**config.mk**
```make
export PLATFORM = sky130hd
export DESIGN_NAME = spi_txn_arbiter
export DESIGN_NICKNAME = d
export VERILOG_FILES = /design/src/rtl/spi_arb_pkg.sv /design/src/rtl/rr_arbiter.sv /design/src/rtl/spi_txn_arbiter.sv
export SDC_FILE = /design/constraint.sdc
export NUM_CORES = 1
export LEC_CHECK = 0
export BUFFER_PORTS_ARGS = -buffer_cell sky130_fd_sc_hd__buf_2
export CELL_PAD_IN_SITES_DETAIL_PLACEMENT = 0
export CELL_PAD_IN_SITES_GLOBAL_PLACEMENT = 1
export CORE_UTILIZATION = 38
export CTS_BUF_LIST = sky130_fd_sc_hd__clkbuf_2 sky130_fd_sc_hd__clkbuf_4 sky130_fd_sc_hd__clkbuf_8
export DETAILED_ROUTE_END_ITERATION = 10
export PLACE_DENSITY = 0.79
export SLEW_MARGIN = 20
export SYNTH_ARGS = -nofsm -noshare
export SYNTH_HDL_FRONTEND = slang
export SYNTH_HIERARCHICAL = 1
export SYNTH_SLANG_ARGS = --single-unit
export TNS_END_PERCENT = 20
```
**constraint.sdc**
```tcl
create_clock -name clk -period 2.7 [get_ports clk]
set_clock_uncertainty 0.15 [all_clocks]
set_input_delay 0.135 -clock clk [delete_from_list [all_inputs] [get_ports clk]]
set_output_delay 0.135 -clock clk [all_outputs]
set_load 0.03 [all_outputs]
```
**src/rtl/spi_arb_pkg.sv**
```systemverilog
// Shared types and width helpers for the SPI transaction arbiter.
package spi_arb_pkg;

  typedef enum logic [2:0] {
    ST_IDLE,
    ST_CHECK,
    ST_SEND,
    ST_WAIT_RX,
    ST_WAIT_CS,
    ST_DONE
  } arb_state_t;

  // Width of a byte counter able to hold 0..max_bytes.
  function automatic int cnt_w(input int max_bytes);
    return $clog2(max_bytes + 1);
  endfunction

  // Width of a requester index; never narrower than one bit.
  function automatic int idx_w(input int n);
    return (n > 1) ? $clog2(n) : 1;
  endfunction

endpackage

```
**src/rtl/rr_arbiter.sv**
```systemverilog
// Round-robin grant: first requester at or after ptr, wrapping around.
module rr_arbiter
  import spi_arb_pkg::*;
#(
  parameter int NUM_REQ = 4,
  localparam int IDX_W = idx_w(NUM_REQ)
) (
  input  logic [NUM_REQ-1:0] req,
  input  logic [IDX_W-1:0]   ptr,
  output logic [NUM_REQ-1:0] grant,
  output logic [IDX_W-1:0]   grant_idx,
  output logic               grant_any
);

  // Scan offsets from the far end down so the closest hit to ptr is kept last.
  always_comb begin
    int sum;
    logic [IDX_W-1:0] pos;
    sum       = 0;
    pos       = '0;
    grant     = '0;
    grant_idx = '0;
    grant_any = 1'b0;
    for (int off = NUM_REQ - 1; off >= 0; off--) begin
      sum = int'(ptr) + off;
      if (sum >= NUM_REQ) sum = sum - NUM_REQ;
      pos = IDX_W'(sum);
      if (req[pos]) begin
        grant      = '0;
        grant[pos] = 1'b1;
        grant_idx  = pos;
        grant_any  = 1'b1;
      end
    end
  end

endmodule

```
**src/rtl/spi_txn_arbiter.sv**
```systemverilog
// Shares one SPI byte controller between several requesters, one whole
// chip-select transaction at a time, with a per-byte rx watchdog.
module spi_txn_arbiter
  import spi_arb_pkg::*;
#(
  parameter int NUM_REQ          = 4,
  parameter int MAX_BYTES_PER_CS = 2,
  parameter int TIMEOUT_CYC      = 1024,
  localparam int CNT_W = cnt_w(MAX_BYTES_PER_CS)
) (
  input  logic                     clk,
  input  logic                     rst,
  input  logic [NUM_REQ-1:0]       req_valid,
  input  logic [NUM_REQ*CNT_W-1:0] req_count,
  input  logic [NUM_REQ*8-1:0]     req_tx_byte,
  output logic [NUM_REQ-1:0]       req_ack,
  output logic                     req_err,
  output logic [NUM_REQ-1:0]       tx_pop,
  output logic [NUM_REQ-1:0]       rx_valid,
  output logic [7:0]               rx_byte,
  output logic                     busy,
  output logic [CNT_W-1:0]         ctl_tx_count,
  output logic [7:0]               ctl_tx_byte,
  output logic                     ctl_tx_dv,
  input  logic                     ctl_tx_ready,
  input  logic                     ctl_rx_dv,
  input  logic [7:0]               ctl_rx_byte,
  input  logic                     ctl_spi_cs_n
);

  localparam int IDX_W = idx_w(NUM_REQ);
  localparam int WD_W  = $clog2(TIMEOUT_CYC + 1);

  arb_state_t         state;
  logic [IDX_W-1:0]   owner;
  logic [NUM_REQ-1:0] owner_oh;
  logic [CNT_W-1:0]   count;
  logic [CNT_W-1:0]   rx_cnt;
  logic [IDX_W-1:0]   rr_ptr;
  logic [WD_W-1:0]    watchdog;

  logic [NUM_REQ-1:0] grant;
  logic [IDX_W-1:0]   grant_idx;
  logic               grant_any;
  logic [IDX_W-1:0]   next_ptr;
  logic               count_bad;

  logic [7:0]       tx_bytes [NUM_REQ];
  logic [CNT_W-1:0] counts   [NUM_REQ];

  rr_arbiter #(.NUM_REQ(NUM_REQ)) u_rr (
    .req       (req_valid),
    .ptr       (rr_ptr),
    .grant     (grant),
    .grant_idx (grant_idx),
    .grant_any (grant_any)
  );

  // Split the flat per-requester buses into indexable arrays.
  always_comb begin
    for (int i = 0; i < NUM_REQ; i++) begin
      tx_bytes[i] = req_tx_byte[i*8 +: 8];
      counts[i]   = req_count[i*CNT_W +: CNT_W];
    end
  end

  assign next_ptr  = (owner == IDX_W'(NUM_REQ - 1)) ? '0 : owner + 1'b1;
  assign count_bad = (count == '0) || (count > CNT_W'(MAX_BYTES_PER_CS));

  // Transaction FSM; all outputs are registered and pulses self-clear.
  always_ff @(posedge clk or posedge rst) begin
    if (rst) begin
      state        <= ST_IDLE;
      owner        <= '0;
      owner_oh     <= '0;
      count        <= '0;
      rx_cnt       <= '0;
      rr_ptr       <= '0;
      watchdog     <= '0;
      req_ack      <= '0;
      req_err      <= 1'b0;
      tx_pop       <= '0;
      rx_valid     <= '0;
      rx_byte      <= '0;
      busy         <= 1'b0;
      ctl_tx_count <= '0;
      ctl_tx_byte  <= '0;
      ctl_tx_dv    <= 1'b0;
    end else begin
      req_ack   <= '0;
      req_err   <= 1'b0;
      tx_pop    <= '0;
      rx_valid  <= '0;
      ctl_tx_dv <= 1'b0;
      case (state)
        ST_IDLE: begin
          if (grant_any) begin
            owner    <= grant_idx;
            owner_oh <= grant;
            count    <= counts[grant_idx];
            rx_cnt   <= '0;
            busy     <= 1'b1;
            state    <= ST_CHECK;
          end
        end
        ST_CHECK: begin
          if (count_bad) begin
            req_ack <= owner_oh;
            req_err <= 1'b1;
            busy    <= 1'b0;
            state   <= ST_IDLE;
          end else begin
            ctl_tx_count <= count;
            state        <= ST_SEND;
          end
        end
        ST_SEND: begin
          if (ctl_tx_ready && !ctl_tx_dv) begin
            ctl_tx_dv   <= 1'b1;
            ctl_tx_byte <= tx_bytes[owner];
            tx_pop      <= owner_oh;
            watchdog    <= WD_W'(TIMEOUT_CYC);
            state       <= ST_WAIT_RX;
          end
        end
        ST_WAIT_RX: begin
          if (ctl_rx_dv) begin
            rx_byte  <= ctl_rx_byte;
            rx_valid <= owner_oh;
            rx_cnt   <= rx_cnt + 1'b1;
            state    <= (rx_cnt + 1'b1 == count) ? ST_WAIT_CS : ST_SEND;
          end else if (watchdog <= WD_W'(1)) begin
            req_ack      <= owner_oh;
            req_err      <= 1'b1;
            rr_ptr       <= next_ptr;
            busy         <= 1'b0;
            ctl_tx_count <= '0;
            state        <= ST_IDLE;
          end else begin
            watchdog <= watchdog - 1'b1;
          end
        end
        ST_WAIT_CS: begin
          if (ctl_spi_cs_n) state <= ST_DONE;
        end
        ST_DONE: begin
          req_ack      <= owner_oh;
          rr_ptr       <= next_ptr;
          busy         <= 1'b0;
          ctl_tx_count <= '0;
          state        <= ST_IDLE;
        end
        default: state <= ST_IDLE;
      endcase
    end
  end

endmodule

```
==> run summary, run 1 <==
Relative to the synthesized area, the layout overhead comes to 25.1%. Port buffering added 89 buffers. The final-layout worst hold slack is 0.0252 ns, and the total placed cells including tap cells is 552. The number of flops mapped to enable cells by yosys was 0.

Clock tree synthesis selected as its root buffer the cell clkbuf_8. The run gives 579 as the final standard cell count with taps included and fillers excluded. The core area is 0.00920 mm^2. The later pin in the worst-skew pair is clocked with a latency of 0.33 ns.

The repair_antennas step left the layout with diodes totalling 0. Synthesis inferred 59 register bits. The path with the worst hold slack has its endpoint at ctl_tx_count[1]. The beginning of the worst hold path is ctl_rx_dv.

The arrival time at the worst endpoint came out at 2.64 ns. The tools report the number of standard cells after synthesis as 356. Summing the sequential cell areas from Yosys gives 40.9% of the chip area. Global routing consumed, over all layers together, 18.1% of the routing resources. Adding up every negative setup slack in the final design gives 0 ns. The TritonCTS sink count came out at 59. Setup repair after global routing left no endpoint under its margin. The share of cells above drive strength 1 is 38.2%, and the final setup violation count is 0. At the pin with the least slew margin, the transition time is 0.945 ns. The clock passes through at most 2 buffers. Final core utilization: 49.1%. The floorplan has 35 rows.

After detailed routing, the number of remaining DRC violations is 0. Number of vias after detailed routing: 3067. The final cell area excluding filler cells was 0.00451 mm^2.

A synthesized cell averages 10.1 um^2. The worst register-to-register path ends at count[1]. The weighted congestion at the end of routability-driven global placement was 0.817. The total power was 5.34 mW. The unique cell type count in the Yosys netlist is 66. The run gives 2812 as the number of global-route vias before repair. The worst hold path was traced through 3 stages. The worst path uses 95.4% of the clock period. Across all register-to-register paths, the minimum setup slack is 0.12 ns.

The async set-or-reset flop fraction in the synthesized netlist is 100%, and the number of primary I/O pins is 90. The category of the worst setup path launch point is a flop. In the synthesized netlist the dominant register cell turns out to be dfrtp_1. For the post-synthesis net count, the log shows 424. Number of antenna violations at the first check in global routing: 0. For this run, the post-layout net count is 531. In this run the worst hold path is classified as primary input to flop. The instance area at placement was 0.00421 mm^2; the vertical die dimension was 99.4 um. The final worst setup slack came out at 0.123 ns.

Summed over all layers, the global routing overflow is 0. The number of clock buffers added by TritonCTS is 9. The post-route minimum period works out to 2.58 ns. The number of pins exceeding their max-slew limit in the final report was 0. The number of cells on the worst reg-to-reg path is 9.

In this run the critical register-to-register path is launched from rr_ptr[0]. The length of the first detailed-routing pass in iterations was 6. Tracing the worst setup path back leads to its startpoint at rr_ptr[0].

Using the TritonRoute via totals, the vias-per-cell ratio works out to 5.30. TritonCTS built the clock tree. STA classifies the critical path endpoint as a flop. The tool flagged a number of max-cap violations equal to 0. The chip width is 99.4 um.

During synthesis, Yosys emitted a total of 6 warnings. The first-pass GRT wire length is 14000 um, and the worst slack after detailed placement is 0.0768 ns. Entering global routing, the biggest net connects 47 pins. The logs give 0 for the final-report hold violation count and 3 for the maximum level of the CTS H-tree. STA puts the critical path data required time at 2.76 ns. The tools report the worst voltage drop across the vdd grid as 623 uV.

The die covers 0.00989 mm^2. The detail route stage leaves a number of antenna-violating nets equal to 0. Summed over all cells, the static leakage comes to 2.19 nW. For this configuration, the core starts out at a cell density of 39.2%.

Summed over all nets, the half-perimeter wirelength after detailed placement is 6350 um. The clock transition time at the flip-flop clock pins of the worst setup and hold paths works out to 0.06 ns. The flow ran to the end, and the final reports show no timing, DRC or antenna violations. For this block, the initial DRC count from the detailed router was 169. The largest fanout on the critical path is 6.

The wire length per cell after detailed routing is 15.0 um. Dividing total power by cell area gives a power density of 1180 mW/mm^2. Wires add up to 8670 um. In this run the cell area of the synthesized design comes to 0.00361 mm^2.

The headroom to the max-slew limit is 36.9%, and the maximum clock rate is 388 MHz. The type of the worst setup path is flop to flop.
sequential cells by signal (all words and copies together) (netlist names):
name	cells
req_ack	4
busy	1
rx_valid	4
tx_pop	4
rx_cnt	2
count	2
owner_oh	4
ctl_tx_byte	8
req_err	1
ctl_tx_count	2
ctl_tx_dv	1
owner	2
rr_ptr	2
watchdog	11
rx_byte	8
state	3
final cells by class:
cell class / instances / area [um^2]
Clock buffer: 11 / 145
Clock inverter: 5 / 52.6
Fill cell: 858 / 4680
Inverter: 15 / 60.1
Multi-Input combinational cell: 263 / 1980
Sequential cell: 59 / 1480
Tap cell: 111 / 139
Timing Repair Buffer: 115 / 663
where the power goes:
group / internal (mW) / total [mW] / switching [mW]
Sequential: 1.22 / 1.62 / 0.392
Combinational: 1.28 / 2.93 / 1.65
Clock: 0.457 / 0.802 / 0.346
Total: 2.96 / 5.34 / 2.38
timing repair:
item / CTS / global route
endpoints found under the hold margin: 53 / 0
gates resized for setup: 0 / 1
setup endpoints to repair: 0 / 2
setup buffers: 0 / 2
hold buffers: 9 / 0
worst max-delay path, cell delays in order (launching register included):
cell      delay, ns
dfrtp_2        0.41
inv_1          0.14
ha_4           0.33
nor2_1         0.05
o221ai_1       0.16
o21ai_0        0.14
a211oi_2       0.17
buf_4          0.16
mux4_2         0.48
mux2_2         0.27
synthesized netlist by cell type (all sizes together), types with 4 or more instances:
library cell,count,share of area (%)
nand3,6,0.83
mux4,11,6.9
dfrtp,59,41
inv,15,1.6
buf,14,2.7
clkbuf,5,0.52
a21oi,8,1.1
nand2b,7,1.2
o21ai,13,1.8
and2,9,1.6
mux2,16,5.2
a41oi,4,1.8
mux2i,8,2.8
a31oi,4,0.69
ha,11,3.8
nor2,27,2.9
and3,4,0.69
o211ai,5,1.0
nand2,71,7.6
nor2b,6,1.0
worst max-delay path by stage:
stage | to | slack [ns] | cells after the start
floorplan | count[0] | 0.002 | 8
global placement | count[1] | 0.13 | 9
detailed placement | count[1] | 0.08 | 9
CTS | count[1] | 0.06 | 9
global route | count[1] | 0.005 | 9
finish | count[1] | 0.12 | 9
cell usage in the layout, fill, tap and decap left out, types with 3 or more instances in the layout:
cell type      netlist  routed
nand2_1             70      70
clkbuf_8             0      10
nor2b_1              6       6
buf_4                0      17
clkinv_2             0       3
nand2b_1             7       7
dlygate4sd3_1        0       9
a21oi_1              8       8
mux2i_1              5       5
and2_1               9       9
mux4_2              11      11
nor3_1               3       3
o211ai_1             5       5
buf_2                7      89
inv_1               15      13
a41oi_2              4       4
a31oi_1              4       4
dfrtp_1             59      57
nor2_1              25      25
ha_1                11      10
or3_1                3       3
o21ai_0             11      11
nand3_1              6       6
and3_1               4       4
mux2_2              14      14
kinds of logic (layout without fill, tap and decap cells):
group | after synthesis | after routing | share of synthesized area, %
AOI/OAI and AO/OA | 60 | 60 | 13.6
xor gates and xnor gates | 3 | 3 | 0.729
adders and majority gates | 11 | 11 | 3.82
buffers and inverters | 34 | 146 | 4.82
DFF | 59 | 59 | 40.9
muxes | 35 | 35 | 14.8
and+or+nand+nor | 154 | 154 | 21.2
layer usage:
layer	GRT usage [%]	part of all wire, %	wire, um
met1	25.9	48	4200
met2	27.4	48	4130
met5	0	0	0
met3	3.72	3.5	305
met4	5.77	0.45	39
No activity file was read; power rests on OpenSTA's default activity.
==> inputs of run 2 (changes only) <==
--- a/config.mk
+++ b/config.mk
@@ -12,6 +12,7 @@
 export CTS_BUF_LIST = sky130_fd_sc_hd__clkbuf_2 sky130_fd_sc_hd__clkbuf_4 sky130_fd_sc_hd__clkbuf_8
 export DETAILED_ROUTE_END_ITERATION = 10
 export PLACE_DENSITY = 0.79
+export RECOVER_POWER = 25
 export SLEW_MARGIN = 20
 export SYNTH_ARGS = -nofsm -noshare
 export SYNTH_HDL_FRONTEND = slang
==> run 2 against run 1 <==
Against the previous run: sequential share of layout area rose by 0.33 points; global-route usage did not move; sequential power barely moved; power fell by 0.96%; non-clock buffer count did not move; combinational power fell by 2%; count of clock-buffer cells in the layout did not move; utilization fell by 0.49 points; critical endpoint unchanged; die area did not move; routed wire length barely moved; hold slack improved by 0.00096 ns.
==> run summary, run 2 (synthesized netlist as in run 1, its figures left out) <==
The count of buffers inserted at the top-level ports came out at 89 (unchanged). The power share of the clock group was 15.2% (+0.2 points); the largest fanout on the critical path was 6 (unchanged). The clock transition time at the flip-flop clock pins of the worst setup and hold paths is 0.07 ns (about the same). The register containing the most flip-flops in the final layout is watchdog.

The length of the first detailed-routing pass in iterations came out at 4 (-2). The number of flip-flops in the largest register came out at 11 (unchanged). The switching part of the total power was 45.1% (+0.51 points); the internal power was 2.91 mW (-1.9%).

For the starting utilization of the core area, the log shows 39.2% (unchanged). In this run the worst setup path begins at rr_ptr[0]. The run finished with clean final reports.

The worst slack after detailed placement was 0.0768 ns (unchanged); the area growth from synthesis to layout was 23.9%. The arrival time at the worst endpoint is 2.64 ns (about the same), and the weighted congestion at the end of routability-driven global placement is 0.817 (unchanged). The transition time of the tightest slew-check pin is 0.943 ns (-0.00160 ns).

Maximum number of pins on one net before global-route repair: 47 (unchanged). The largest registers in the layout are watchdog (11), ctl_tx_byte (8), rx_byte (8). The critical path is of the flop to flop type. Worst voltage drop across the vdd grid: 614 uV (-1.3%). In this run the worst setup path terminates at count[1]. The area of the die came out at 0.00989 mm^2 (unchanged). For the switching power, the log shows 2.39 mW (+0.18%).

The diode insertion count for antenna repair is 0 (unchanged), and the TritonCTS sink count is 59 (unchanged). The number of pins exceeding their max-slew limit in the final report was 0 (unchanged); the first-pass GRT wire length was 14000 um (unchanged). The number of antenna violations at the first check in global routing is 0 (unchanged), and the combinational group share of total power is 54.2% (-0.6 points). The core area is 0.00920 mm^2 (unchanged). Logic depth of the worst register-to-register path: 9 (unchanged). The critical-path cell with the highest stage delay is mux4_2. The run gives 0 (unchanged) as the antenna violation net count after detailed routing.

The final clock period utilization by the worst path was 95.5% (about the same). The most frequent standard cell in the layout excluding fill and tap cells is nand2_1. The maximum clock rate came out at 388 MHz (about the same). The post-route minimum period was 2.58 ns (+0.00201 ns); the number of global-route vias before repair was 2812 (unchanged). The final-report hold violation count is 0 (unchanged), and the wire length per cell after detailed routing is 15.0 um (about the same).

The chip width was 99.4 um (unchanged); the vertical die dimension was 99.4 um (unchanged). STA classifies the critical path endpoint as a flop. Number of nets in the layout: 531 (unchanged). The maximum cell stage delay along the critical path was 0.48 ns (about the same); the per-cell via count in the routed design was 5.29 (about the same). The leakage power is 2.06 nW (-5.7%), and the final worst setup slack is 0.121 ns (-0.00201 ns).

The overall track demand over capacity in global routing is 18.1% (unchanged). Walking the worst path, the cells encountered are inv_1 -> ha_4 -> nor2_1 -> o221ai_1 -> o21ai_0 -> a211oi_2 -> buf_4 -> mux4_2 -> mux2_2. In this run the worst hold path is classified as primary input to flop. The logs give 30.6% (+0.4 points) for the sequential power share and 3064 (-0.098%) for the number of vias after detailed routing. The half-perimeter wire length after detailed placement is 6350 um (unchanged). TritonCTS built the clock tree. The run gives 37.0% (+0.11 points) as the headroom to the max-slew limit. The top cell types in the final layout, fill and taps aside, are 70 x nand2_1, 57 x dfrtp_1, 56 x buf_2. The iteration-0 DRC count of the detailed router came out at 157 (-7.1%). The buffer levels on the longest clock path came out at 2 (unchanged). Setup repair after global routing left no endpoint under its margin. The required time at the endpoint of the critical path was 2.76 ns (about the same); the standard-cell row count was 35 (unchanged). Capture point of the worst reg-to-reg path: count[1].

The share of cells above drive strength 1 is 31.0% (-7.3 points), and the final setup violation count is 0 (unchanged). The tools report the source-to-sink clock delay at the later pin of the worst-skew pair as 0.33 ns (about the same). The cell sitting at the root of the clock tree is a clkbuf_8.

The logs give 0.12 ns (about the same) for the worst-case register-to-register setup slack and 0 ns (unchanged) for the total negative slack. The run gives 0.0262 ns (+0.000963 ns) as the final-layout worst hold slack. The areal power density over the cells was 1180 mW/mm^2 (about the same). The startpoint of the worst register-to-register path is rr_ptr[0]. The maximum level of the CTS H-tree is 3 (unchanged), and the DRC violation count after routing is 0 (unchanged).

The run gives 0 (unchanged) as the number of max-cap violations. The global route total overflow came out at 0 (unchanged). The logs give 9 (unchanged) for the number of buffers created by CTS and 8670 um (about the same) for the aggregate routed wire length. The run gives 90 (unchanged) as the number of primary I/O pins. STA classifies the critical path startpoint as a flop.
run 2: final cells by class:
cell class | count | area (um^2)
Sequential cell | 59 | 1480
Multi-Input combinational cell | 263 | 1980
Clock inverter | 5 | 52.6
Clock buffer | 11 | 145
Inverter | 15 | 60.1
Fill cell | 886 | 4730
Timing Repair Buffer | 115 | 618
Tap cell | 111 | 139
run 2: critical path: cells and delay by family (launching register included):
family	cells	cell delay [ns]
mux	2	0.75
compound gates	3	0.47
flops	1	0.41
fa+ha+maj	1	0.33
buf+inv	2	0.30
simple gates	1	0.05
run 2: stage by stage:
step           cells  power (mW)  util, %  cell area, um^2
6_report         579        5.29     48.6             4470
5_1_grt          579        5.69     48.6             4470
4_1_cts          577        5.35     48.9             4500
3_5_place_dp     552        4.50     45.8             4210
3_3_place_gp     552        4.43     45.8             4210
2_1_floorplan    356        3.75        -             3640
run 2: metal layers:
metal  GRT usage [%]  part of all wire, %
met1            25.9                   48
met3            3.72                  3.8
met4            5.77                 0.45
met5               0                    0
met2            27.4                   48
run 2: power groups by stage:
stage	Combinational (mW)	Sequential, mW	Clock (mW)
6_report	2.87	1.62	0.802
5_1_grt	3.14	1.68	0.866
4_1_cts	2.90	1.62	0.830
3_5_place_dp	2.88	1.63	0
3_3_place_gp	2.82	1.61	0
2_1_floorplan	1.95	1.79	0
run 2: worst min-delay path by stage:
stage | startpoint | endpoint | slack, ns | cells past startpoint
3_3_place_gp | ctl_rx_byte[1] | rx_byte[1] | 0.17 | 3
5_1_grt | ctl_rx_dv | ctl_tx_count[1] | 0.03 | 3
2_1_floorplan | ctl_rx_byte[0] | rx_byte[0] | 0.09 | 2
6_report | ctl_rx_dv | ctl_tx_count[1] | 0.03 | 3
4_1_cts | ctl_rx_dv | ctl_tx_count[1] | 0.01 | 3
3_5_place_dp | ctl_rx_byte[4] | rx_byte[4] | 0.18 | 3
run 2: what timing repair did:
item / in CTS / in global routing
setup buffers: 0 / 2
gates resized for setup: 0 / 1
endpoints found under the setup margin: 0 / 2
hold buffers: 9 / 0
endpoints found under the hold margin: 53 / 0
==> inputs of run 3 (changes only) <==
--- a/config.mk
+++ b/config.mk
@@ -8,10 +8,9 @@
 export BUFFER_PORTS_ARGS = -buffer_cell sky130_fd_sc_hd__buf_2
 export CELL_PAD_IN_SITES_DETAIL_PLACEMENT = 0
 export CELL_PAD_IN_SITES_GLOBAL_PLACEMENT = 1
-export CORE_UTILIZATION = 38
-export CTS_BUF_LIST = sky130_fd_sc_hd__clkbuf_2 sky130_fd_sc_hd__clkbuf_4 sky130_fd_sc_hd__clkbuf_8
+export CORE_UTILIZATION = 37
 export DETAILED_ROUTE_END_ITERATION = 10
-export PLACE_DENSITY = 0.79
+export PLACE_DENSITY = 0.78
 export RECOVER_POWER = 25
 export SLEW_MARGIN = 20
 export SYNTH_ARGS = -nofsm -noshare
==> run 3 against run 2 <==
Against the previous run: via count decreased by 1.9%; count of clock-buffer cells in the layout shrank 2; cell count up 3.3%; sequential share of layout area shrank 0.50 points; critical endpoint unchanged; worst setup slack better by 0.0043 ns.
==> run summary, run 3 (synthesized netlist as in run 1, its figures left out) <==
The number of vias after detailed routing is 3006 (-1.9%), and the maximum level of the CTS H-tree is 3 (unchanged). On the critical path, the stage with the largest delay is an instance of mux4_2. The DRC violation count after routing came out at 0 (unchanged). Largest fanout on the critical path: 6 (unchanged). The final standard cell count with taps included and fillers excluded came out at 598 (+3.3%).

Following the worst setup path forward leads to its endpoint at count[1]. The clock transition time at the flip-flop clock pins of the worst setup and hold paths was 0.08 ns (about the same); the diode insertion count for antenna repair was 0 (unchanged). The first-pass GRT wire length came out at 14200 um (+1.0%). The per-cell via count in the routed design was 5.03 (-5.0%); the core area was 0.00933 mm^2 (+1.4%).

The number of primary I/O pins was 90 (unchanged); the area growth from synthesis to layout was 25.7%. Maximum clock rate: 388 MHz (+0.17%). Areal power density over the cells: 1180 mW/mm^2 (-0.73%). The number of buffer and inverter stages on the critical path is 2 (unchanged), and the iteration-0 DRC count of the detailed router is 114 (-27%).

Global route total overflow: 0 (unchanged). The instance area at placement was 0.00423 mm^2 (+0.53%). Type of the worst setup path: flop to flop. The worst register-to-register path begins at rr_ptr[0]. The endpoint type of the worst setup path was a flop.

The total power was 5.33 mW (+0.72%); the maximum cell stage delay along the critical path was 0.49 ns (about the same). The tools report the length of the first detailed-routing pass in iterations as 5 (+1). The logs give 59 (unchanged) for the TritonCTS sink count and 6340 um (-0.17%) for the half-perimeter wire length after detailed placement. Leakage power: 2.15 nW (+4.1%). For the final worst setup slack, the log shows 0.126 ns (+0.00430 ns). In this run the worst setup path begins at rr_ptr[0].

The endpoint identified for the worst register-to-register timing path is count[1]. The final clock period utilization by the worst path works out to 95.3% (-0.16 points). TritonCTS built the clock tree.

For the antenna violation net count after detailed routing, the log shows 0 (unchanged). The arrival time at the worst endpoint came out at 2.64 ns (about the same). The worst setup path is launched from a flop. Number of nets in the layout: 532 (+0.19%). The number of buffers created by CTS came out at 9 (unchanged). The count of buffers inserted at the top-level ports was 89 (unchanged); the number of inserted filler cells in the final layout was 895 (+1.0%). The tools report the total negative slack as 0 ns (unchanged). For the source-to-sink clock delay at the later pin of the worst-skew pair, the log shows 0.33 ns (about the same). In the layout the commonest cells are 80 x buf_2, 70 x nand2_1, 58 x dfrtp_1. The final setup violation count is 0 (unchanged). The weighted congestion at the end of routability-driven global placement was 0.832 (+1.7%).

The most frequent standard cell in the layout excluding fill and tap cells was buf_2. The clock tree root buffer cell is clkbuf_8. For the worst slack after detailed placement, the log shows 0.0662 ns (-0.0105 ns). The met3 wire length is 334 um (+1.5%). The buffer levels on the longest clock path was 2 (unchanged); the share of cells above drive strength 1 was 36.0% (+5.1 points). The run finished with clean final reports. Standard-cell row count: 35 (unchanged). The run gives 0.0101 mm^2 (+2.7%) as the area of the die.

The critical path goes through buf_4 -> mux2_4 -> a21oi_1 -> o32ai_1 -> a211oi_2 -> buf_4 -> mux4_2 -> mux2_2. The gate family responsible for the most delay along the worst path was multiplexers. The vertical die dimension is 101 um (+1.3%), and the number of max-cap violations is 0 (unchanged). The total placed cells including tap cells is 570 (+3.3%).

Setup repair after global routing left no endpoint under its margin. The path length in cells of the critical path is 8 (-1). The maximum number of pins on one net before global-route repair is 31 (-34%), and the wire length per cell after detailed routing is 14.4 um (-3.5%). The final-report hold violation count was 0 (unchanged); the logic depth of the worst register-to-register path was 8 (-1). The tools report the aggregate routed wire length as 8640 um (-0.36%). The logs give 27.4% (-9.6 points) for the headroom to the max-slew limit and 0 (unchanged) for the total of cells resized after clock tree synthesis. Register containing the most flip-flops in the final layout: watchdog. The number of flip-flops in the largest register was 11 (unchanged); the amount of wire on met2 after detailed routing was 4080 um (-1.2%). The post-route minimum period is 2.57 ns (-0.00430 ns). The overall track demand over capacity in global routing came out at 18.2% (+0.14 points). The largest registers in the layout are watchdog (11), ctl_tx_byte (8), rx_byte (8).

The met1 wire length came out at 4160 um (-0.24%). The chip width is 101 um (+1.3%). The number of global-route vias before repair was 2837 (+0.89%); the required time at the endpoint of the critical path was 2.76 ns (about the same). The path class of the tightest hold or removal check is primary input to flop. The transition time of the tightest slew-check pin is 1.09 ns (+0.144 ns), and the number of pins exceeding their max-slew limit in the final report is 0 (unchanged). The cell that appears most often on the critical path is buf_4. The tools report the starting utilization of the core area as 38.7% (-0.55 points). The topmost layer with routed signal wires is met4. The run gives 0 (unchanged) as the number of antenna violations at the first check in global routing. The tools report the worst-case register-to-register setup slack as 0.13 ns (about the same). The final cell area excluding filler cells is 0.00453 mm^2 (+1.5%). The worst voltage drop across the vdd grid was 458 uV (-25%).
[run 3: worst min-delay path by stage]
stage                    from              to  slack (ns)  cells after the start
6_report            ctl_rx_dv         req_err        0.05                      3
5_1_grt             ctl_rx_dv         req_err        0.03                      3
4_1_cts             ctl_rx_dv         req_err        0.01                      3
3_5_place_dp              rst  ctl_tx_byte[0]        0.11                      2
3_3_place_gp              rst  ctl_tx_byte[0]        0.11                      2
2_1_floorplan  ctl_rx_byte[0]      rx_byte[0]        0.09                      2
[run 3: stage by stage]
stage | utilization, % | hold slack (ns)
floorplan | - | 0.0904
global placement | 45.4 | 0.112
detailed placement | 45.4 | 0.108
CTS | 48.5 | 0.0137
global route | 48.6 | 0.0337
finish | 48.6 | 0.0471
[run 3: layout make-up]
class	instances	area, um^2	area share (%)
Multi-Input combinational cell	263	1980	43.6
Clock buffer	9	124	2.73
Tap cell	129	161	3.56
Inverter	15	60.1	1.32
Clock inverter	7	76.3	1.68
Sequential cell	59	1480	32.6
Timing Repair Buffer	116	659	14.5
[run 3: per-layer routing]
metal	vias to the layer above	track usage [%]
li1	1484	-
met1	1452	25.3
met2	66	28.0
met3	4	4.58
met4	0	5.57
met5	-	0
[run 3: timing repair]
action,in CTS,in global routing
setup buffers,0,3
endpoints found under the setup margin,0,2
hold endpoints to repair,36,0
hold buffers,9,0
[run 3: tightest hold or removal path: cells and delay by family]
family	cells	cell delay, ns
and+or+nand+nor	1	0.12
AOI/OAI and AO/OA	1	0.07
buffers and inverters	1	0.16
[run 3: power by group]
| group | internal, mW | switching (mW) | total, mW |
|---|---|---|---|
| registers | 1.22 | 0.391 | 1.61 |
| logic | 1.28 | 1.63 | 2.91 |
| clock network | 0.432 | 0.377 | 0.809 |
| total | 2.93 | 2.40 | 5.33 |
